$ cat src/rtl/ofdm_subcarrier_sched.sv
// OFDM subcarrier scheduler: merges upstream data, alternating pilots and
// guard nulls into one NFFT-sample symbol stream for the IFFT input.
module ofdm_subcarrier_sched #(
  parameter int WIDTH         = 8,
  parameter int NFFT          = 16,
  parameter int NGUARD        = 2,
  parameter int PILOT_SPACING = 4,
  parameter logic [WIDTH-1:0] PILOT_VALUE = WIDTH'(8'h7F)
) (
  input  logic             clk,
  input  logic             rst,
  input  logic             en,
  input  logic [WIDTH-1:0] d_data,
  input  logic             d_valid,
  output logic             d_ready,
  output logic [WIDTH-1:0] o_data,
  output logic             o_valid,
  output logic             o_last,
  input  logic             o_ready,
  output logic [15:0]      sym_count,
  output logic             busy
);

  localparam int KW = $clog2(NFFT);

  typedef enum logic {
    IDLE,
    RUN
  } state_t;

  state_t           state_q, state_d;
  logic [KW-1:0]    k_q, k_d;
  logic             pilot_sign_q, pilot_sign_d;
  logic [15:0]      sym_count_q, sym_count_d;
  logic [WIDTH-1:0] o_data_q, o_data_d;
  logic             o_valid_q, o_valid_d;
  logic             o_last_q, o_last_d;

  logic [31:0]      k_ext;
  logic             is_null;
  logic             is_pilot;
  logic             is_data;
  logic             k_last;
  logic             load;
  logic             avail;
  logic [WIDTH-1:0] slot_val;
  logic [WIDTH-1:0] pilot_val;

  // Slot classification is a pure function of the position in the symbol
  assign k_ext    = 32'(k_q);
  assign is_null  = (k_ext < 32'(NGUARD)) ||
                    (k_ext >= 32'(NFFT - NGUARD));
  assign is_pilot = !is_null &&
                    (((k_ext - 32'(NGUARD)) % 32'(PILOT_SPACING)) == 32'd0);
  assign is_data  = !is_null && !is_pilot;
  assign k_last   = (k_q == KW'(NFFT - 1));

  assign load  = !o_valid_q || o_ready;
  assign avail = !is_data || d_valid;

  assign pilot_val = pilot_sign_q ? (WIDTH'(0) - PILOT_VALUE) : PILOT_VALUE;

  always_comb begin
    slot_val = '0;
    unique case (1'b1)
      is_null:  slot_val = '0;
      is_pilot: slot_val = pilot_val;
      default:  slot_val = d_data;
    endcase
  end

  assign d_ready = !rst && (state_q == RUN) && is_data && load;

  always_comb begin
    state_d      = state_q;
    k_d          = k_q;
    pilot_sign_d = pilot_sign_q;
    sym_count_d  = sym_count_q;
    o_data_d     = o_data_q;
    o_valid_d    = o_valid_q;
    o_last_d     = o_last_q;
    unique case (state_q)
      IDLE: begin
        if (o_valid_q && o_ready) begin
          o_valid_d = 1'b0;
          o_last_d  = 1'b0;
        end
        if (en) begin
          state_d = RUN;
          k_d     = '0;
        end
      end
      RUN: begin
        if (load && avail) begin
          o_data_d  = slot_val;
          o_valid_d = 1'b1;
          o_last_d  = k_last;
          if (k_last) begin
            k_d          = '0;
            pilot_sign_d = !pilot_sign_q;
            sym_count_d  = sym_count_q + 16'd1;
            if (!en) state_d = IDLE;
          end else begin
            k_d = k_q + KW'(1);
          end
        end else if (load) begin
          // Starved data slot: bubble rather than filler
          o_valid_d = 1'b0;
          o_last_d  = 1'b0;
        end
      end
      default: state_d = IDLE;
    endcase
  end

  always_ff @(posedge clk) begin
    if (rst) begin
      state_q      <= IDLE;
      k_q          <= '0;
      pilot_sign_q <= 1'b0;
      sym_count_q  <= '0;
      o_data_q     <= '0;
      o_valid_q    <= 1'b0;
      o_last_q     <= 1'b0;
    end else begin
      state_q      <= state_d;
      k_q          <= k_d;
      pilot_sign_q <= pilot_sign_d;
      sym_count_q  <= sym_count_d;
      o_data_q     <= o_data_d;
      o_valid_q    <= o_valid_d;
      o_last_q     <= o_last_d;
    end
  end

  assign o_data    = o_data_q;
  assign o_valid   = o_valid_q;
  assign o_last    = o_last_q;
  assign sym_count = sym_count_q;
  assign busy      = (state_q == RUN);

endmodule
$ cat config.mk
export PLATFORM = sky130hd
export DESIGN_NAME = ofdm_subcarrier_sched
export DESIGN_NICKNAME = d
export VERILOG_FILES = /design/src/rtl/ofdm_subcarrier_sched.sv
export SDC_FILE = /design/constraint.sdc
export NUM_CORES = 1
export LEC_CHECK = 0
export BUFFER_PORTS_ARGS = -buffer_cell sky130_fd_sc_hd__buf_2
export CORE_UTILIZATION = 52
export DETAILED_ROUTE_END_ITERATION = 6
export HOLD_SLACK_MARGIN = 0.03
export PLACE_DENSITY_LB_ADDON = 0.08
export SYNTH_ARGS = -nofsm -noshare
export SYNTH_HDL_FRONTEND = slang
export SYNTH_SLANG_ARGS = --single-unit
$ cat constraint.sdc
create_clock -name clk -period 2.2 [get_ports clk]
set_clock_uncertainty 0.05 [all_clocks]
set_input_delay 0.11 -clock clk [delete_from_list [all_inputs] [get_ports clk]]
set_output_delay 0.11 -clock clk [all_outputs]
set_load 0.1 [all_outputs]
# Word-level counts from Yosys, hierarchy flattened
# Cells that the tools add are included.
word_totals:
  output_inout_bits: 28
  wordCells: 55
  register_bits: 32
  input_bits: 13
classes:
  magnitude_cmp: 2
  bitwise_logic: 1
  n_eq_ne: 5
  reduce_logical: 21
  addsub: 3
  muxes: 16
ops:
  columns: ["cell", "count"]
  rows:
  - ["$logic_not 32->1", 1]
  - ["$add 16x1->16 const B", 1]
  - ["$pmux 8 s2", 1]
  - ["$mux 4", 3]
  - ["$mux 8", 1]
  - ["$pmux 4 s2", 1]
  - ["$logic_and 1x1->1", 7]
  - ["$mux 1", 7]
  - ["$logic_not 1->1", 6]
  - ["$pmux 1 s2", 3]
  - ["$reduce_and 2->1", 3]
  - ["$add 4x1->4 const B", 1]
  - ["$eq 4x4->1 const B", 1]
  - ["$ge 4x4->1 const B", 1]
  - ["$lt 4x2->1 const B", 1]
  - ["$ne 2x2->1 const B", 2]
  - ["$logic_or 1x1->1", 3]
  - ["$ne 3x1->1 const B", 1]
  - ["$reduce_and 3->1", 1]
  - ["$ne 2x1->1 const B", 1]
  - ["$sub 2x2->2 const B", 1]
  - ["$not 1->1", 1]

# Longest topological paths before layout
# Gate-level depths: netlist (run 1).
depth:
  word_depth: 11
  ltp_mapped: 8

# Worst setup path after synthesis (run 1)
# No wires, ideal clock.
synth_path:
  path_type: "reg-to-output"
  startpoint: "reg state_q, in the netlist busy"
  endpoint: "out d_ready"
  path_slack_ps: -1481
  required_ps: 2040
  path_buffers: 0
  stages_incl_launch_ff: 3
  arrival_ps: 3521
  cell_sequence: "dfxtp_1 nand2_1 nor3b_1"
synth_between:
  elab_chain_len: 3
synth_lines:
  columns: ["item", "line", "text"]
  rows:
  - ["from (decl)", "31", "state_t state_q, state_d;"]
  - ["from (signal assigned)", "126", "state_q <= state_d;"]
  - ["$logic_and 1x1->1 (3 in a row)", "72", "assign d_ready = !rst && (state_q == RUN) && is_data && load;"]
  - ["to (decl)", "15", "output logic d_ready,"]
# Every way passes these cells.

# Final worst setup path (run 1)
layout_path:
  startpoint: "reg k_q[1]"
  endpoint: "reg sym_count_q[12], in the netlist sym_count[12]"
layout_between:
  elab_chain_len: 10
layout_lines:
  columns: ["item", "line", "text"]
  rows:
  - ["from (decl)", "32", "logic [KW-1:0] k_q, k_d;"]
  - ["from (signal assigned)", "127", "k_q <= k_d;"]
  - ["parallel branches: the longest is 9 deep, another holds $sub 2x2->2", null, null]
  - ["$reduce_and 3->1 (no line) (*)", null, null]
  - ["to (signal assigned)", "129", "sym_count_q <= sym_count_d;"]
  - ["to (decl)", "34", "logic [15:0] sym_count_q, sym_count_d;"]
# Every way passes the cells marked *.
# A chain may end at the register's enable or synchronous reset.

==> results of run 1 <==
[state kept, by name (all words and copies together), names as in the netlist]
name and flops:
pilot_sign_q 1, o_data 8, k_q 4, sym_count 16, busy 1, o_valid 1, o_last 1
[worst min-delay path: stages]
cell and delay, ns:
buf_2 0.09, a21oi_1 0.11, nor3_1 0.06
[cell usage after synthesis, types with 2 or more instances]
library cell	count	area, sq um
nand3_1	8	40.04
o311ai_2	2	32.53
clkbuf_1	4	15.01
xor2_1	2	17.52
o21ai_0	2	10.01
o31ai_1	9	67.56
and3_1	2	12.51
nor3b_1	3	22.52
nor2b_1	10	62.56
ha_1	3	37.54
nand2_1	9	33.78
nor3_1	10	50.05
buf_2	2	10.01
nand4_1	2	12.51
or4_1	10	75.07
mux2i_1	2	20.02
mux2_1	4	45.04
or3_1	4	25.02
inv_1	5	18.77
nand2b_1	2	12.51
dfxtp_1	32	640.6
a21oi_1	25	125.1
and4_1	2	17.52
nor2_1	9	33.78
[area by class of cell]
cell class | count | area (sq um) | share of cell area, %
timing repair buffer | 50 | 300.3 | 15.23
tap | 31 | 38.79 | 1.967
clock buffer | 8 | 58.81 | 2.982
inverter | 5 | 18.77 | 0.9518
sequential | 32 | 646.9 | 32.80
multi-input combinational | 134 | 908.4 | 46.07
[repair_timing]
action	4_1_cts	5_1_grt
hold buffers	4	0
endpoints found under the hold margin	4	0
endpoints found under the setup margin	0	14
resized for setup	0	2
[logic make-up after synthesis]
group           after synthesis  synth area share (%)
buf+inv                      13                 3.978
mux                           7                 4.853
fa+ha+maj                     3                 2.387
xor+xnor                      2                 1.114
compound gates               42                 16.63
flops                        32                 40.73
simple gates                 79                 30.31
[power breakdown]
part	switching [mW]	total [mW]	internal, mW
Sequential	0.0143	0.608	0.594
Combinational	0.150	0.205	0.0552
Clock	0.189	0.347	0.158
Total	0.353	1.16	0.806
[worst paths after layout]
check / start / to / slack, ns / cells past startpoint
min: d_data[6] / o_data[6]$_SDFFE_PP0P_ / 0.04 / 3
max: k_q[1]$_SDFFE_PP0P_ / sym_count[12]$_SDFFE_PP0P_ / 0.1 / 5
max reg2reg: k_q[1]$_SDFFE_PP0P_ / sym_count[12]$_SDFFE_PP0P_ / 0.1 / 5
min reg2reg: o_last$_SDFFE_PP0P_ / o_last$_SDFFE_PP0P_ / 0.41 / 2
[routing by layer]
metal	vias up	wire (um)	global-route usage, %
met3	10	190	5.442
met2	47	1929	37.48
met5	-	0	0
met1	735	1662	28.51
li1	767	-	-
met4	0	87	12.54
==> out/results.tsv, run 1 <==
metric	value	unit
status	complete, but fails checks	
failing checks	DRC	
global-route wire length before repair	5768	um
RSZ-0062 raised after global routing	false	
CP Buf/Inv Count	0	
TritonCTS clock tree	done	
# rows	19	
Core Area	2805	sq um
syn_area_per_cell	8.836	sq um
slowest cell delay on critical path	0.46	ns
Routed Antenna Nets	0	
wire length per cell	14.88	um
most frequent cells in the layout	buf_2 (39), dfxtp_1 (27), a21oi_1 (25)	
setup violators final	0	
GR Util All Layers	23.11	%
utilization after layout	70.29	%
final instance area	1972	sq um
initial antenna violation count	0	
Synth async-reset ratio	0	%
Die Y	57.00	um
Die ar.	3248	sq um
post-CTS setup buffers	0	
register bit total from synthesis	32	
number of global-route vias before repair	1328	
Iter 0 DRT Violations	83	
largest net degree at the start of global routing	38	
Synth Flop Type	dfxtp_1	
register area share after synthesis	40.73	%
Cell Area, Placed	1846	sq um
Worst EP required	2.38	ns
Crit path arrival time	2.28	ns
H-tree levels	2	
clk_lat worst skew	0.33	ns
# diodes	0	
Static Leak	0.7991	nW
Synth Warn #	0	
FILL cells	217	
hold slack	0.03988	ns
setup slack at placement	0.04712	ns
1st-pass router iterations	6	
Slew headroom	53.91	%
Worst setup EP type	register	
Die X	57.00	um
Synthesized Nets	194	
Tot Pwr	1.160	mW
input/output buffers	40	
CP delay by family, top	simple AND/OR/NAND/NOR gates	
Tightest Pin Transition	0.6914	ns
DP Wirelength	2446	um
grt total ovfl	0	
synth-to-layout area growth	25.38	%
via count	1559	
Syn Inst Count	178	
cell breakdown of the critical path	ha_1, and3_2, nand4_4, nor4_1, mux2_1	
pwr dens	588.2	nW/um^2
Netlist cell types	39	
Initial Util	56.07	%
Placed Cells	247	
Final Wtd Congestion	0.7843	
num ports	41	
Non-Filler Instances	260	
drt drc	11	
CTS Buf Count	5	
layout cell share with drive strength beyond 1	29.69	%
post-route setup slack	0.09801	ns
CP Launch Type	register	
Clock transition at path regs	0.10	ns
kind of critical path	register to register	
CP Max Fanout	13	
final hold vios	0	
CTS max path bufs	2	
Post-synth EDFFs	0	
most common cell after layout, fill and taps aside	buf_2	
Tmin final	2.102	ns
Via density	5.996	
Clk Tree Root Cell	clkbuf_4	
Hold Path Class	input port to register	
Final period util	95.55	%
Max Transition Viols Final	0	
Max-cap violations	0	
Worst path slowest cell	dfxtp_1	
clock sink count	32	
Mapped Area	1573	sq um
VDD IR-drop max	0.4751	mV
Total Wirelength	3869	um
total negative setup slack	0	ns
Nets	244	
Max Clk Rate	475.7	MHz
Note: power is estimated with default switching activity, not from simulation.
==> run 2, diff against run 1 <==
--- a/config.mk
+++ b/config.mk
@@ -9,7 +9,7 @@
 export CORE_UTILIZATION = 52
 export DETAILED_ROUTE_END_ITERATION = 6
 export HOLD_SLACK_MARGIN = 0.03
-export PLACE_DENSITY_LB_ADDON = 0.08
+export PLACE_DENSITY_LB_ADDON = 0.15
 export SYNTH_ARGS = -nofsm -noshare
 export SYNTH_HDL_FRONTEND = slang
 export SYNTH_SLANG_ARGS = --single-unit
==> run 2 against run 1 <==
  * The run still ends with DRC left
  * Cell area rose by 0.70%
  * Count of clock-buffer cells in the layout is 2 lower
  * First-iteration DRC count grew 9.6%
  * Critical path type unchanged
  * Largest cell class unchanged
  * Largest power group unchanged
  * Highest routed layer unchanged
==> out/results.tsv, run 2 (synthesized netlist as in run 1, its figures left out) <==
metric	value	unit
status	complete, but fails checks	
failing checks	DRC	
CP Launch Type	register	
Max Transition Viols Final	0	
Clk Tree Root Cell	clkbuf_4	
num ports	41	
number of global-route vias before repair	1424	
Placed Cells	247	
VDD IR-drop max	0.4772	mV
layout cell share with drive strength beyond 1	29.87	%
input/output buffers	40	
utilization after layout	70.79	%
most common cell after layout, fill and taps aside	buf_2	
Hold Path End	o_data[7]$_SDFFE_PP0P_	
# diodes	0	
Non-Filler Instances	262	
met3 Track Usage GR	10.43	%
combinational share of power	18.4	%
worst hold path depth	4	
M1 GR Usage	27.81	%
met2 Usage GRT	41.68	%
setup violators final	0	
Worst Reg-to-Reg Cells	5	
Worst R2R End	sym_count[12]$_SDFFE_PP0P_	
1st-pass router iterations	6	
RSZ-0062 raised after global routing	false	
total negative setup slack	0	ns
global-route wire length before repair	6092	um
FILL cells	236	
wire length per cell	14.13	um
Reg2Reg Setup Slack	0.15	ns
Psw	348.4	uW
Tmin final	2.050	ns
Max-cap violations	0	
Core Area	2805	sq um
Cell Area, Placed	1846	sq um
Routed Antenna Nets	0	
post-route setup slack	0.1505	ns
reg-to-reg startpoint	k_q[1]$_SDFFE_PP0P_	
Clock transition at path regs	0.09	ns
Slew headroom	54.26	%
Worst EP required	2.37	ns
TritonCTS clock tree	done	
Via density	6.011	
Clock power frac	27.2	%
Nets	247	
Top Usage Layer GRT	met2	
Final Wtd Congestion	0.7924	
sequential share of power	54.4	%
drt drc	8	
DP Wirelength	2439	um
Total Wirelength	3703	um
hold path start	d_data[7]	
Internal	768.9	uW
CP Max Fanout	13	
setup slack at placement	0.01033	ns
clock sink count	32	
CTS max path bufs	2	
Switching Fraction	31.18	%
initial antenna violation count	0	
Tot Pwr	1.117	mW
CTS Buf Count	5	
grt total ovfl	0	
Tightest Pin Transition	0.6861	ns
Hold Path Class	input port to register	
final instance area	1986	sq um
most frequent cells in the layout	buf_2 (39), dfxtp_1 (27), a21oi_1 (25)	
H-tree levels	2	
via count	1575	
synth-to-layout area growth	26.25	%
Max Clk Rate	487.9	MHz
Crit path arrival time	2.22	ns
max reg flops	16	
Iter 0 DRT Violations	91	
largest net degree at the start of global routing	38	
Die X	57.00	um
# rows	19	
Static Leak	0.8059	nW
kind of critical path	register to register	
clk_lat worst skew	0.33	ns
Final period util	93.16	%
Initial Util	56.07	%
Worst setup EP type	register	
final hold vios	0	
pwr dens	562.7	nW/um^2
Die ar.	3248	sq um
Die Y	57.00	um
hold slack	0.1776	ns
GR Util All Layers	24.66	%
[run 2: cell types whose count changed in the layout (fill, tap and decap cells not counted)]
cell	change
o311ai_4	-1
nor4_1	-1
clkbuf_1	-1
clkinv_2	+1
dlygate4sd3_1	+3
clkbuf_8	-1
nor4_2	+1
o311ai_2	+1
[run 2: final cells by class]
cell class / count / area [sq um] / share of cell area [%]
tap: 31 / 38.79 / 1.953
sequential: 32 / 646.9 / 32.58
multi-input combinational: 134 / 904.6 / 45.56
inverter: 5 / 18.77 / 0.9452
clock buffer: 6 / 41.29 / 2.079
clock inverter: 1 / 5.005 / 0.2520
timing repair buffer: 53 / 330.3 / 16.64
[run 2: critical path, cell delays in order (launching register included)]
cell     delay, ns
dfxtp_1       0.47
ha_1          0.24
and3_2        0.26
nand4_4       0.21
nor4_2        0.37
mux2_1        0.35
[run 2: worst max path at each step]
| stage | slack [ns] | cells after the start | endpoint | start |
|---|---|---|---|---|
| floorplan | -0.04 | 4 | d_ready | k_q[0]$_SDFFE_PP0P_ |
| global placement | 0.17 | 5 | sym_count[12]$_SDFFE_PP0P_ | k_q[1]$_SDFFE_PP0P_ |
| detailed placement | 0.01 | 5 | sym_count[12]$_SDFFE_PP0P_ | k_q[1]$_SDFFE_PP0P_ |
| CTS | 0.05 | 5 | sym_count[12]$_SDFFE_PP0P_ | k_q[1]$_SDFFE_PP0P_ |
| global route | 0.002 | 7 | sym_count[1]$_SDFFE_PP0P_ | k_q[0]$_SDFFE_PP0P_ |
| finish | 0.15 | 5 | sym_count[12]$_SDFFE_PP0P_ | k_q[1]$_SDFFE_PP0P_ |
[run 2: per-layer routing]
layer,up-vias,wire (um),share of wire (%)
met3,6,242,6.5
met1,739,1563,42
met5,-,0,0
met2,59,1853,50
met4,0,44,1.2
li1,771,-,-
[run 2: repair_timing]
item,4_1_cts,5_1_grt
hold buffers,7,0
hold endpoints to repair,7,0
resized for setup,1,1
pin swaps,0,0
buffers inserted,0,0
endpoints found under the setup margin,1,14
cloned,0,1
[run 2: power by group through the flow]
stage | clock, mW | sequential, mW | combinational (mW)
after global placement | 0 | 0.619 | 0.191
after CTS | 0.320 | 0.607 | 0.204
final | 0.304 | 0.607 | 0.206
after global routing | 0.344 | 0.610 | 0.218
after detailed placement | 0 | 0.620 | 0.193
after floorplan | 0 | 0.707 | 0.0642
==> run 3, diff against run 2 <==
--- a/config.mk
+++ b/config.mk
@@ -10,6 +10,7 @@
 export DETAILED_ROUTE_END_ITERATION = 6
 export HOLD_SLACK_MARGIN = 0.03
 export PLACE_DENSITY_LB_ADDON = 0.15
+export SETUP_SLACK_MARGIN = 0.2
 export SYNTH_ARGS = -nofsm -noshare
 export SYNTH_HDL_FRONTEND = slang
 export SYNTH_SLANG_ARGS = --single-unit
==> run 3 against run 2 <==
  * The flow still finishes with violations (DRC)
  * Count of clock-buffer cells in the layout up 2
  * Worst setup slack gained 0.083 ns
  * Critical path depth increased by 2
  * Combinational power up 4%
  * Cell area up 5.0%
  * Worst hold slack got worse by 0.13 ns
  * Core utilization rose by 3.6 points
  * Critical path type is now register to primary output
  * Highest routed layer unchanged
==> out/results.tsv, run 3 (synthesized netlist as in run 1, its figures left out) <==
metric	value	unit
TritonCTS clock tree	done	
max reg flops	16	
most frequent cells in the layout	buf_2 (39), a21oi_1 (25), dfxtp_2 (16)	
Iter 0 DRT Violations	87	
CP Launch Type	register	
input/output buffers	40	
Initial Util	56.07	%
Routed Antenna Nets	0	
utilization after layout	74.35	%
global-route wire length before repair	6285	um
Crit path arrival time	1.81	ns
via count	1594	
Core Area	2805	sq um
most common cell after layout, fill and taps aside	buf_2	
Psw	364.8	uW
Clock transition at path regs	0.10	ns
largest net degree at the start of global routing	24	
DP Wirelength	2545	um
Clk Tree Root Cell	clkbuf_4	
1st-pass router iterations	6	
num ports	41	
combinational share of power	18.2	%
grt total ovfl	0	
clock sink count	32	
Die X	57.00	um
Tightest Pin Transition	0.5359	ns
initial antenna violation count	0	
CP delay by family, top	buffers and inverters	
Switching Fraction	30.98	%
number of global-route vias before repair	1423	
layout cell share with drive strength beyond 1	37.45	%
CP Max Fanout	6	
VDD IR-drop max	0.3610	mV
status	complete, but fails checks	
H-tree levels	2	
pwr dens	564.6	nW/um^2
sequential share of power	51.8	%
total negative setup slack	0	ns
Reg area	664.4	sq um
# rows	19	
# diodes	0	
Slew headroom	64.08	%
Hold Path Class	input port to register	
Max Clk Rate	508.4	MHz
CTS Buf Count	5	
Final Wtd Congestion	0.8555	
Total Wirelength	4066	um
setup violators final	0	
Final period util	89.41	%
Reg2Reg Setup Slack	0.27	ns
RSZ-0062 raised after global routing	true	
kind of critical path	register to primary output	
Via density	5.992	
final hold vios	0	
Internal	812.8	uW
clk_lat worst skew	0.33	ns
cell breakdown of the critical path	inv_1, ha_1, buf_6, nor3_4, buf_4, nor3b_4, buf_12	
wire length per cell	15.29	um
synth-to-layout area growth	32.62	%
drt drc	6	
Worst setup EP type	primary output	
Clock power frac	30.0	%
Die ar.	3248	sq um
Nets	250	
failing checks	DRC	
Die Y	57.00	um
FILL cells	223	
Static Leak	0.8489	nW
CP Buf/Inv Count	4	
area occupied by multi-input gates	960.9	sq um
Max-cap violations	0	
Worst EP required	2.04	ns
Worst path slowest cell	dfxtp_4	
GR Util All Layers	25.16	%
slowest cell delay on critical path	0.38	ns
CTS max path bufs	2	
Tmin final	1.967	ns
Max Transition Viols Final	0	
## run 3: changes by cell type in the layout (fill, tap and decap cells not counted), moves of 2 or more
| cell | delta |
|---|---|
| dfxtp_1 | -12 |
| dfxtp_2 | +11 |
| buf_4 | +3 |
| dlygate4sd3_1 | -2 |
## run 3: worst paths after layout
kind	start	to	depth (start not counted)
worst max-delay path	k_q[0]$_SDFFE_PP0P_	d_ready	7
worst min-delay path	d_data[6]	o_data[6]$_SDFFE_PP0P_	3
worst max register to register	k_q[1]$_SDFFE_PP0P_	sym_count[4]$_SDFFE_PP0P_	5
worst min register to register	o_last$_SDFFE_PP0P_	o_last$_SDFFE_PP0P_	2
## run 3: final cells by class
cell class	count	share of cell area [%]
Clock buffer	8	2.819
Inverter	5	0.8998
Multi-Input combinational cell	135	46.07
Sequential cell	32	31.85
Tap cell	31	1.860
Timing Repair Buffer	55	16.50
## run 3: worst reg2reg max path, delay by kind of cell (launching register included)
family,cells,cell delay (ns)
AND/OR/NAND/NOR,3,1.07
flip-flops,1,0.41
adder cells (fa/ha/maj),1,0.20
AO/OA/AOI/OAI,1,0.15
## run 3: layer usage
metal | track usage (%) | share of wire (%)
met1 | 32.22 | 44
met4 | 8.711 | 2.0
met3 | 6.349 | 5.7
met5 | 0 | 0
met2 | 41.51 | 49
## run 3: stage by stage
| step | setup WS, ns | hold slack, ns | cell area (sq um) | power, mW | instances |
|---|---|---|---|---|---|
| global route | 0.1215 | 0.06187 | 2086 | 1.224 | 266 |
| detailed placement | 0.07187 | 0.2964 | 1878 | 0.8155 | 249 |
| CTS | 0.2030 | 0.03076 | 2017 | 1.168 | 263 |
| global placement | 0.1968 | 0.2864 | 1878 | 0.8112 | 249 |
| floorplan | 0.1119 | 0.1773 | 1608 | 0.7718 | 178 |
| finish | 0.2331 | 0.04964 | 2086 | 1.178 | 266 |
## run 3: power groups by stage
stage | Clock (mW) | Sequential (mW) | Combinational, mW
floorplan | 0 | 0.707 | 0.0646
global placement | 0 | 0.619 | 0.192
detailed placement | 0 | 0.621 | 0.195
CTS | 0.355 | 0.609 | 0.204
global route | 0.385 | 0.612 | 0.227
finish | 0.353 | 0.610 | 0.215
## run 3: repair_timing
item	CTS	global route
endpoints found under the setup margin	16	22
buffers inserted	1	1
pin swaps	0	1
hold buffers	4	1
hold endpoints to repair	4	1
gates resized for setup	5	6
cloned	1	1
